<file path="src/rtl/afilter_pkg.sv">
// Shared adaptive-filter package: default geometry, sample type and a width helper
// used by the tap memory, MAC and LMS blocks.
package afilter_pkg;

  localparam int unsigned DEFAULT_WIDTH = 16;
  localparam int unsigned DEFAULT_DEPTH = 8;

  // Sample width shared by every datapath block of the filter.
  localparam int unsigned SAMPLE_W = DEFAULT_WIDTH;

  typedef logic signed [SAMPLE_W-1:0] sample_t;

  // Width needed to count 0..depth inclusive.
  function automatic int unsigned fill_width(int unsigned depth);
    return $clog2(depth + 1);
  endfunction

endpackage

</file>
<file path="src/rtl/tap_memory_if.sv">
// Bus interface of tap_memory: sample write, tap read and fill status.
// The clear signal exists only when TAP_MEMORY_CLEAR_EN is defined.
interface tap_memory_if #(
  parameter int unsigned WIDTH = afilter_pkg::DEFAULT_WIDTH,
  parameter int unsigned DEPTH = afilter_pkg::DEFAULT_DEPTH
) ();
  import afilter_pkg::*;

  localparam int unsigned AW = $clog2(DEPTH);
  localparam int unsigned CW = fill_width(DEPTH);

  logic             enable;
  logic [WIDTH-1:0] d;
  logic [AW-1:0]    rd_addr;
  logic [WIDTH-1:0] q;
  logic [WIDTH-1:0] q_oldest;
  logic [CW-1:0]    fill_count;
  logic             full;
  logic             done;
`ifdef TAP_MEMORY_CLEAR_EN
  logic             clear;
`endif

  modport master (
    output enable,
    output d,
    output rd_addr,
`ifdef TAP_MEMORY_CLEAR_EN
    output clear,
`endif
    input  q,
    input  q_oldest,
    input  fill_count,
    input  full,
    input  done
  );

  modport slave (
    input  enable,
    input  d,
    input  rd_addr,
`ifdef TAP_MEMORY_CLEAR_EN
    input  clear,
`endif
    output q,
    output q_oldest,
    output fill_count,
    output full,
    output done
  );

endinterface

</file>
<file path="src/rtl/tap_register.sv">
// One WIDTH-bit delay-line stage with load enable.
// Optional synchronous clear when TAP_MEMORY_CLEAR_EN is defined.
module tap_register #(
  parameter int unsigned WIDTH = afilter_pkg::DEFAULT_WIDTH
) (
  input  logic             clock,
  input  logic             reset,
  input  logic             enable,
`ifdef TAP_MEMORY_CLEAR_EN
  input  logic             clear,
`endif
  input  logic [WIDTH-1:0] d,
  output logic [WIDTH-1:0] q
);

  // Stage storage: clear beats enable so a dropped sample never lands.
  always_ff @(posedge clock or negedge reset) begin
    if (!reset) begin
      q <= '0;
`ifdef TAP_MEMORY_CLEAR_EN
    end else if (clear) begin
      q <= '0;
`endif
    end else if (enable) begin
      q <= d;
    end
  end

endmodule

</file>
<file path="src/rtl/tap_memory.sv">
// DEPTH-stage, WIDTH-bit tap delay line with registered random-access read,
// oldest-tap view, fill counter and write acknowledge.
// Optional feature macro: TAP_MEMORY_CLEAR_EN (adds a synchronous clear).
module tap_memory
  import afilter_pkg::*;
#(
  parameter int unsigned WIDTH = DEFAULT_WIDTH,
  parameter int unsigned DEPTH = DEFAULT_DEPTH
) (
  input  logic         clock,
  input  logic         reset,
  tap_memory_if.slave  bus
);

  localparam int unsigned AW = $clog2(DEPTH);
  localparam int unsigned CW = fill_width(DEPTH);

  logic [WIDTH-1:0] taps    [DEPTH];
  logic [WIDTH-1:0] tap_in  [DEPTH];
  logic             clr;

  logic [WIDTH-1:0] rd_data;
  logic [WIDTH-1:0] q_q;
  logic [CW-1:0]    fill_q, fill_d;
  logic             full_q;
  logic             done_q;

`ifdef TAP_MEMORY_CLEAR_EN
  assign clr = bus.clear;
`else
  assign clr = 1'b0;
`endif

  // Shift chain: tap 0 takes the new sample, each later tap takes its predecessor.
  for (genvar g = 0; g < DEPTH; g++) begin : g_tap
    if (g == 0) begin : g_head
      assign tap_in[g] = bus.d;
    end else begin : g_body
      assign tap_in[g] = taps[g-1];
    end

    tap_register #(
      .WIDTH (WIDTH)
    ) u_tap (
      .clock  (clock),
      .reset  (reset),
      .enable (bus.enable),
`ifdef TAP_MEMORY_CLEAR_EN
      .clear  (clr),
`endif
      .d      (tap_in[g]),
      .q      (taps[g])
    );
  end

  // Read mux over pre-edge taps; addresses beyond DEPTH-1 return zero.
  always_comb begin
    rd_data = '0;
    for (int i = 0; i < DEPTH; i++) begin
      if (bus.rd_addr == AW'(i)) begin
        rd_data = taps[i];
      end
    end
  end

  // Saturating fill count for the next edge.
  always_comb begin
    fill_d = fill_q;
    if (clr) begin
      fill_d = '0;
    end else if (bus.enable && (fill_q != CW'(DEPTH))) begin
      fill_d = fill_q + CW'(1);
    end
  end

  // Registered read data, fill status and write acknowledge.
  always_ff @(posedge clock or negedge reset) begin
    if (!reset) begin
      q_q    <= '0;
      fill_q <= '0;
      full_q <= 1'b0;
      done_q <= 1'b0;
    end else begin
      q_q    <= clr ? '0 : rd_data;
      fill_q <= fill_d;
      full_q <= (fill_d == CW'(DEPTH));
      done_q <= bus.enable && !clr;
    end
  end

  assign bus.q          = q_q;
  assign bus.q_oldest   = taps[DEPTH-1];
  assign bus.fill_count = fill_q;
  assign bus.full       = full_q;
  assign bus.done       = done_q;

endmodule

</file>
<file path="src/flat_wrapper.sv">
// flat-port wrapper written by rule: the top's interface ports become plain ports
module tap_memory_flat import afilter_pkg::*;
#(
  parameter int unsigned WIDTH = DEFAULT_WIDTH,
  parameter int unsigned DEPTH = DEFAULT_DEPTH
)
  (clock, reset, bus_enable, bus_d, bus_rd_addr, bus_q, bus_q_oldest, bus_fill_count, bus_full, bus_done);
  tap_memory_if #(.WIDTH(WIDTH), .DEPTH(DEPTH)) bus_i ();
  input  logic clock;
  input  logic reset;
  input wire logic [$bits(bus_i.enable)-1:0] bus_enable;
  input wire logic [$bits(bus_i.d)-1:0] bus_d;
  input wire logic [$bits(bus_i.rd_addr)-1:0] bus_rd_addr;
  output wire logic [$bits(bus_i.q)-1:0] bus_q;
  output wire logic [$bits(bus_i.q_oldest)-1:0] bus_q_oldest;
  output wire logic [$bits(bus_i.fill_count)-1:0] bus_fill_count;
  output wire logic [$bits(bus_i.full)-1:0] bus_full;
  output wire logic [$bits(bus_i.done)-1:0] bus_done;
  assign bus_i.enable = bus_enable;
  assign bus_i.d = bus_d;
  assign bus_i.rd_addr = bus_rd_addr;
  assign bus_q = bus_i.q;
  assign bus_q_oldest = bus_i.q_oldest;
  assign bus_fill_count = bus_i.fill_count;
  assign bus_full = bus_i.full;
  assign bus_done = bus_i.done;
  tap_memory #(.WIDTH(WIDTH), .DEPTH(DEPTH)) u_core (.clock(clock), .reset(reset), .bus(bus_i));
endmodule
</file>
<file path="config.mk">
export PLATFORM = sky130hd
export DESIGN_NAME = tap_memory_flat
export DESIGN_NICKNAME = d
export VERILOG_FILES = /design/src/rtl/afilter_pkg.sv /design/src/rtl/tap_memory_if.sv /design/src/rtl/tap_register.sv /design/src/rtl/tap_memory.sv /design/src/flat_wrapper.sv
export SDC_FILE = /design/constraint.sdc
export NUM_CORES = 1
export LEC_CHECK = 0
export ABC_AREA = 1
export CORE_MARGIN = 8
export CORE_UTILIZATION = 59
export CTS_BUF_LIST = sky130_fd_sc_hd__clkbuf_2 sky130_fd_sc_hd__clkbuf_4 sky130_fd_sc_hd__clkbuf_8
export DETAILED_ROUTE_END_ITERATION = 7
export DONT_BUFFER_PORTS = 1
export PLACE_DENSITY = 0.78
export SYNTH_ARGS = -nofsm -noshare
export SYNTH_HDL_FRONTEND = slang
export SYNTH_SLANG_ARGS = --single-unit
export TNS_END_PERCENT = 30
</file>
<file path="constraint.sdc">
create_clock -name clock -period 1.2 [get_ports clock]
set_input_delay 0.24 -clock clock [delete_from_list [all_inputs] [get_ports clock]]
set_output_delay 0.24 -clock clock [all_outputs]
set_load 0.005 [all_outputs]
</file>
Word level (Yosys, flattened, before mapping)
Index checks and enable logic that the tools add are counted.
- RAM bits: 0
- bits in latches: 0
- output and inout bits: 38
- input bits: 22
- register bits: 150
- memories: 0
- memory bits (read-only): 0
- word-level logic and storage cells: 33
- reduce and logical (&&, ||, !) cells: 2
- eq/ne operators: 9
- order comparisons: 0
- $mul: 0
- divide/modulo/power cells: 0
- shift operators: 0
- multiplexer cells: 9
- add/sub/neg operators: 1
- bitwise logic cells: 0
- operators by type and width (cell ; number):
    $mux 16 ; 8
    $eq 3x3->1 const B ; 4
    $eq 3x2->1 const B ; 2
    $add 4x1->4 const B ; 1
    $eq 4x4->1 const B ; 1
    $mux 4 ; 1
    $ne 4x4->1 const B ; 1
    $eq 3x1->1 const B ; 1
    $logic_not 3->1 ; 1
    $logic_and 1x1->1 ; 1

Logic depth before layout (Yosys ltp)
- depth in word-level cells: 9
- gate-level depth with buffers: 8
- gate-level depth less buffers: 8

Modules after synthesis
Synthesis repeated with hierarchy kept, for this count alone.
- cells, all modules: 815
- area, all modules: 7019.2 sq um
- modules (own cells, without submodules) (module ; seq. area each (sq um) ; cells each ; area an instance (sq um) ; instances):
    tap_register ; 400.4 ; 68 ; 644.4 ; 8
    tap_memory ; 550.5 ; 271 ; 1864.3 ; 1

Worst setup path before layout
Ideal clock, no wire load.
- path kind: register to register
- from: register u_core.fill_q[0] (netlist: u_core.bus.fill_count[0])
- to: register u_core.full_q (netlist: u_core.bus.full)
- arrival: 1.142 ns
- setup slack: -0.013 ns
- stages on the path, launching flop included: 8
- path buffers: 0
- cells stage by stage: dfrtp_1 inv_1 ha_1 nand2_1 nand2_1 xor2_1 nand2_1 nor2_1
- word-level cells in the longest chain between the ends: 4
- elaborated cells on any way between the ends: 5
- those cells by class: 1 x add/sub; 2 x eq/ne; 1 x mux; 1 x reduce/logical
- RTL lines (item ; RTL line ; source):
    start, declared ; tap_memory.sv:24 ; logic [CW-1:0] fill_q, fill_d;
    start signal, assigned ; tap_memory.sv:85 ; fill_q <= fill_d;
    parallel branches: the longest is 2 deep, another holds $add 4x1->4 ; - ;
    $mux 4 * ; tap_memory.sv:71 ; end else if (bus.enable && (fill_q != CW'(DEPTH))) begin
    $eq 4x4->1 * ; tap_memory.sv:86 ; full_q <= (fill_d == CW'(DEPTH));
    end signal, assigned ; tap_memory.sv:86 ;
    end, declared ; tap_memory.sv:25 ; logic full_q;
Every way passes the cells marked *.
A chain may end at the register's enable or synchronous reset.

Final worst setup path
- from: register u_core.fill_q[0] (netlist: u_core.bus.fill_count[0])
- to: output bus_fill_count[0]
- RTL lines (item ; RTL line ; source):
    end, declared ; flat_wrapper.sv:16 ; output wire logic [$bits(bus_i.fill_count)-1:0] bus_fill_count;
No word-level cell between the ends.

==> impl_metrics.tcl <==
set metrics [dict create \
    synth-seq-cells 150 \
    dr.pass1.iters 6 \
    finalPower_w 0.0128 \
    place_inst 833 \
    rr_startpoint "u_core.bus.fill_count[0]$_DFF_PN0_" \
    cts_buffer_depth 2 \
    cap_violations 0 \
    timing.critical_path.to "bus_fill_count[0]" \
    final_cell_mix "dfrtp_1 (150), nand2_1 (116), nor2_1 (98)" \
    final_nets 792 \
    n_fill_cell 768 \
    p_leak_nw 3.63 \
    hp-class "primary input to async pin" \
    start_kind "register" \
    initial_core_util 0.600 \
    synthesis.area_mm2 0.00648 \
    period_minus_slack_ns 1.33 \
    die_x_um 121 \
    num_rows 38 \
    hold_viol_final 194 \
    wire_per_inst_um 15.6 \
    n_antenna_cell 0 \
    ff_latch_area_mm2 0.00375 \
    violations "hold timing, setup timing" \
    drcViolationCount 0 \
    synth.net_count 754 \
    holdWs_ns -0.517 \
    p_per_area_mw_per_mm2 1670 \
    dpl.hpwl_um 8450 \
    r2r_slack_ns -0.12 \
    crit_arrival_ns 1.09 \
    cts_tree "built" \
    cp-startpoint "u_core.bus.fill_count[0]$_DFF_PN0_" \
    reg2reg_to "u_core.bus.full$_DFF_PN0_" \
    overflow 0 \
    clock_skew_ns 0.0116 \
    path_max_fanout 3 \
    antenna_found_initial 0 \
    final_antenna_net_count 0 \
    clk_latency_ns 0.44 \
    root_buffer "clkbuf_8" \
    synth-seq-area-share 0.579 \
    gr-usage-all-layers 0.203 \
    yosysWarnings 0 \
    wl_um 14300 \
    htreeDepth 4 \
    cts_sinks 150 \
    io_pins 60 \
    syn2layout_area_growth_pct 17.8 \
    setup_ws_ns -0.134 \
    yosys.area.top_type "dfrtp_1" \
    final_common_cell "dfrtp_1" \
    fmax_ghz 0.750 \
    via_count 5235 \
    layout.cells.non_filler 921 \
    postCtsHoldBufs 50 \
    cts.clk_slew.worst_paths_ns 0.09 \
    outcome "complete, but fails checks" \
    vdd_ir_drop_max_mv 1.21 \
    die_area_mm2 0.0146 \
    yosysTopAreaCellShare 0.579 \
    required_ns 0.96 \
    drt-initial-drc-count 984 \
    place_congestion 0.802 \
    reg2regPathDepth 7 \
    grt_max_degree 259 \
    portBuffers 0 \
    syn_inst 730 \
    cts_made_buffers 17 \
    slew-limit-headroom 0.790 \
    first_global_vias 4928 \
    avgSynthCellArea_um2 8.87 \
    ys_types 21 \
    fp.coreArea_mm2 0.0108 \
    critPathKind "register to output port" \
    setup_viol_count_final 11 \
    worst_pin_slew_ns 0.314 \
    synth_area_leaders "dfrtp_1 (58%), nand4_1 (7.8%), nand2_1 (7.0%)" \
    die_y_um 121 \
    drive_above_1_share 0.138 \
    rsz0062_at_grt "yes" \
    end_kind "output port" \
    routed_via_density 5.68 \
    finalMaxSlewViolations 0 \
    grt_pass1_wl_um 23800 \
    period_share 1.11 \
    multi_input_area_mm2 0.00224 \
]
## synthesized netlist by cell type (all sizes together)
| master | n |
|---|---|
| nor2 | 99 |
| buf | 37 |
| a21oi | 64 |
| nor3 | 3 |
| o21ai | 65 |
| and2 | 1 |
| ha | 2 |
| nand4 | 81 |
| inv | 73 |
| nand3 | 17 |
| clkbuf | 13 |
| xor2 | 3 |
| nand2 | 122 |
| dfrtp | 150 |
## through the flow
| step | setup TNS (ns) | area (um2) | util | setup slack (ns) |
|---|---|---|---|---|
| final | -0.401 | 7630 | 0.707 | -0.134 |
| after floorplan | 0 | 6480 | - | 0.00656 |
| after CTS | -0.309 | 7530 | 0.698 | -0.154 |
| after global routing | -1.16 | 7630 | 0.707 | -0.189 |
| after detailed placement | -0.118 | 6550 | 0.607 | -0.0950 |
| after global placement | 0 | 6550 | 0.607 | 0.0235 |
## cell families after synthesis
logic type / Yosys count / synth area share
buffers and inverters: 123 / 0.0834
AOI/OAI and AO/OA: 129 / 0.0997
xor gates and xnor gates: 3 / 0.00406
adders and majority gates: 2 / 0.00386
and+or+nand+nor: 323 / 0.229
DFF: 150 / 0.579
## registers in the layout, indices dropped and copies added (netlist names)
signal	count
u_core.bus.done	1
u_core.bus.fill_count	4
u_core.bus.full	1
u_core.bus.q	16
u_core.g_tap.u_tap.q	128
## power by group
group	internal [W]	switching (W)
clock network	0.00235	0.00189
logic	0.00108	0.00109
registers	0.00579	0.000549
total	0.00922	0.00353
## worst min-delay path by stage
stage          startpoint                                      to  slack, ns  cells after the start
3_5_place_dp        reset  u_core.g_tap[7].u_tap.q[2]$_DFFE_PN0P_      -0.05                      0
6_report            reset  u_core.g_tap[7].u_tap.q[2]$_DFFE_PN0P_      -0.52                      0
3_3_place_gp        reset               u_core.bus.q[1]$_DFF_PN0_      -0.05                      0
2_1_floorplan       reset               u_core.bus.done$_DFF_PN0_      -0.06                      0
5_1_grt             reset  u_core.g_tap[7].u_tap.q[2]$_DFFE_PN0P_      -0.55                      0
4_1_cts             reset  u_core.g_tap[7].u_tap.q[2]$_DFFE_PN0P_      -0.54                      0
## timing repair
action | in CTS | in global routing
resized for setup | 5 | 58
setup buffers | 1 | 15
endpoints found under the setup margin | 6 | 57
endpoints found under the hold margin | 279 | 239
pin swaps | 1 | 8
## worst max-delay path, cell delays in order (launching register included)
cell     delay, ns
dfrtp_1       0.42
buf_6         0.14
buf_6         0.11
## area by class of cell
type,instances,area share
timing repair buffer,69,0.0974
tap,140,0.0230
sequential,150,0.492
clock inverter,10,0.0185
multi-input combinational,457,0.293
inverter,73,0.0366
clock buffer,22,0.0397
## per-layer routing
layer	track usage	wire length (um)	up-vias
li1	-	-	2499
met1	0.282	6430	2490
met2	0.294	6530	228
met3	0.0569	1160	18
met4	0.0859	213	0
met5	0	0	-
Power figures use the tool's default switching activity.
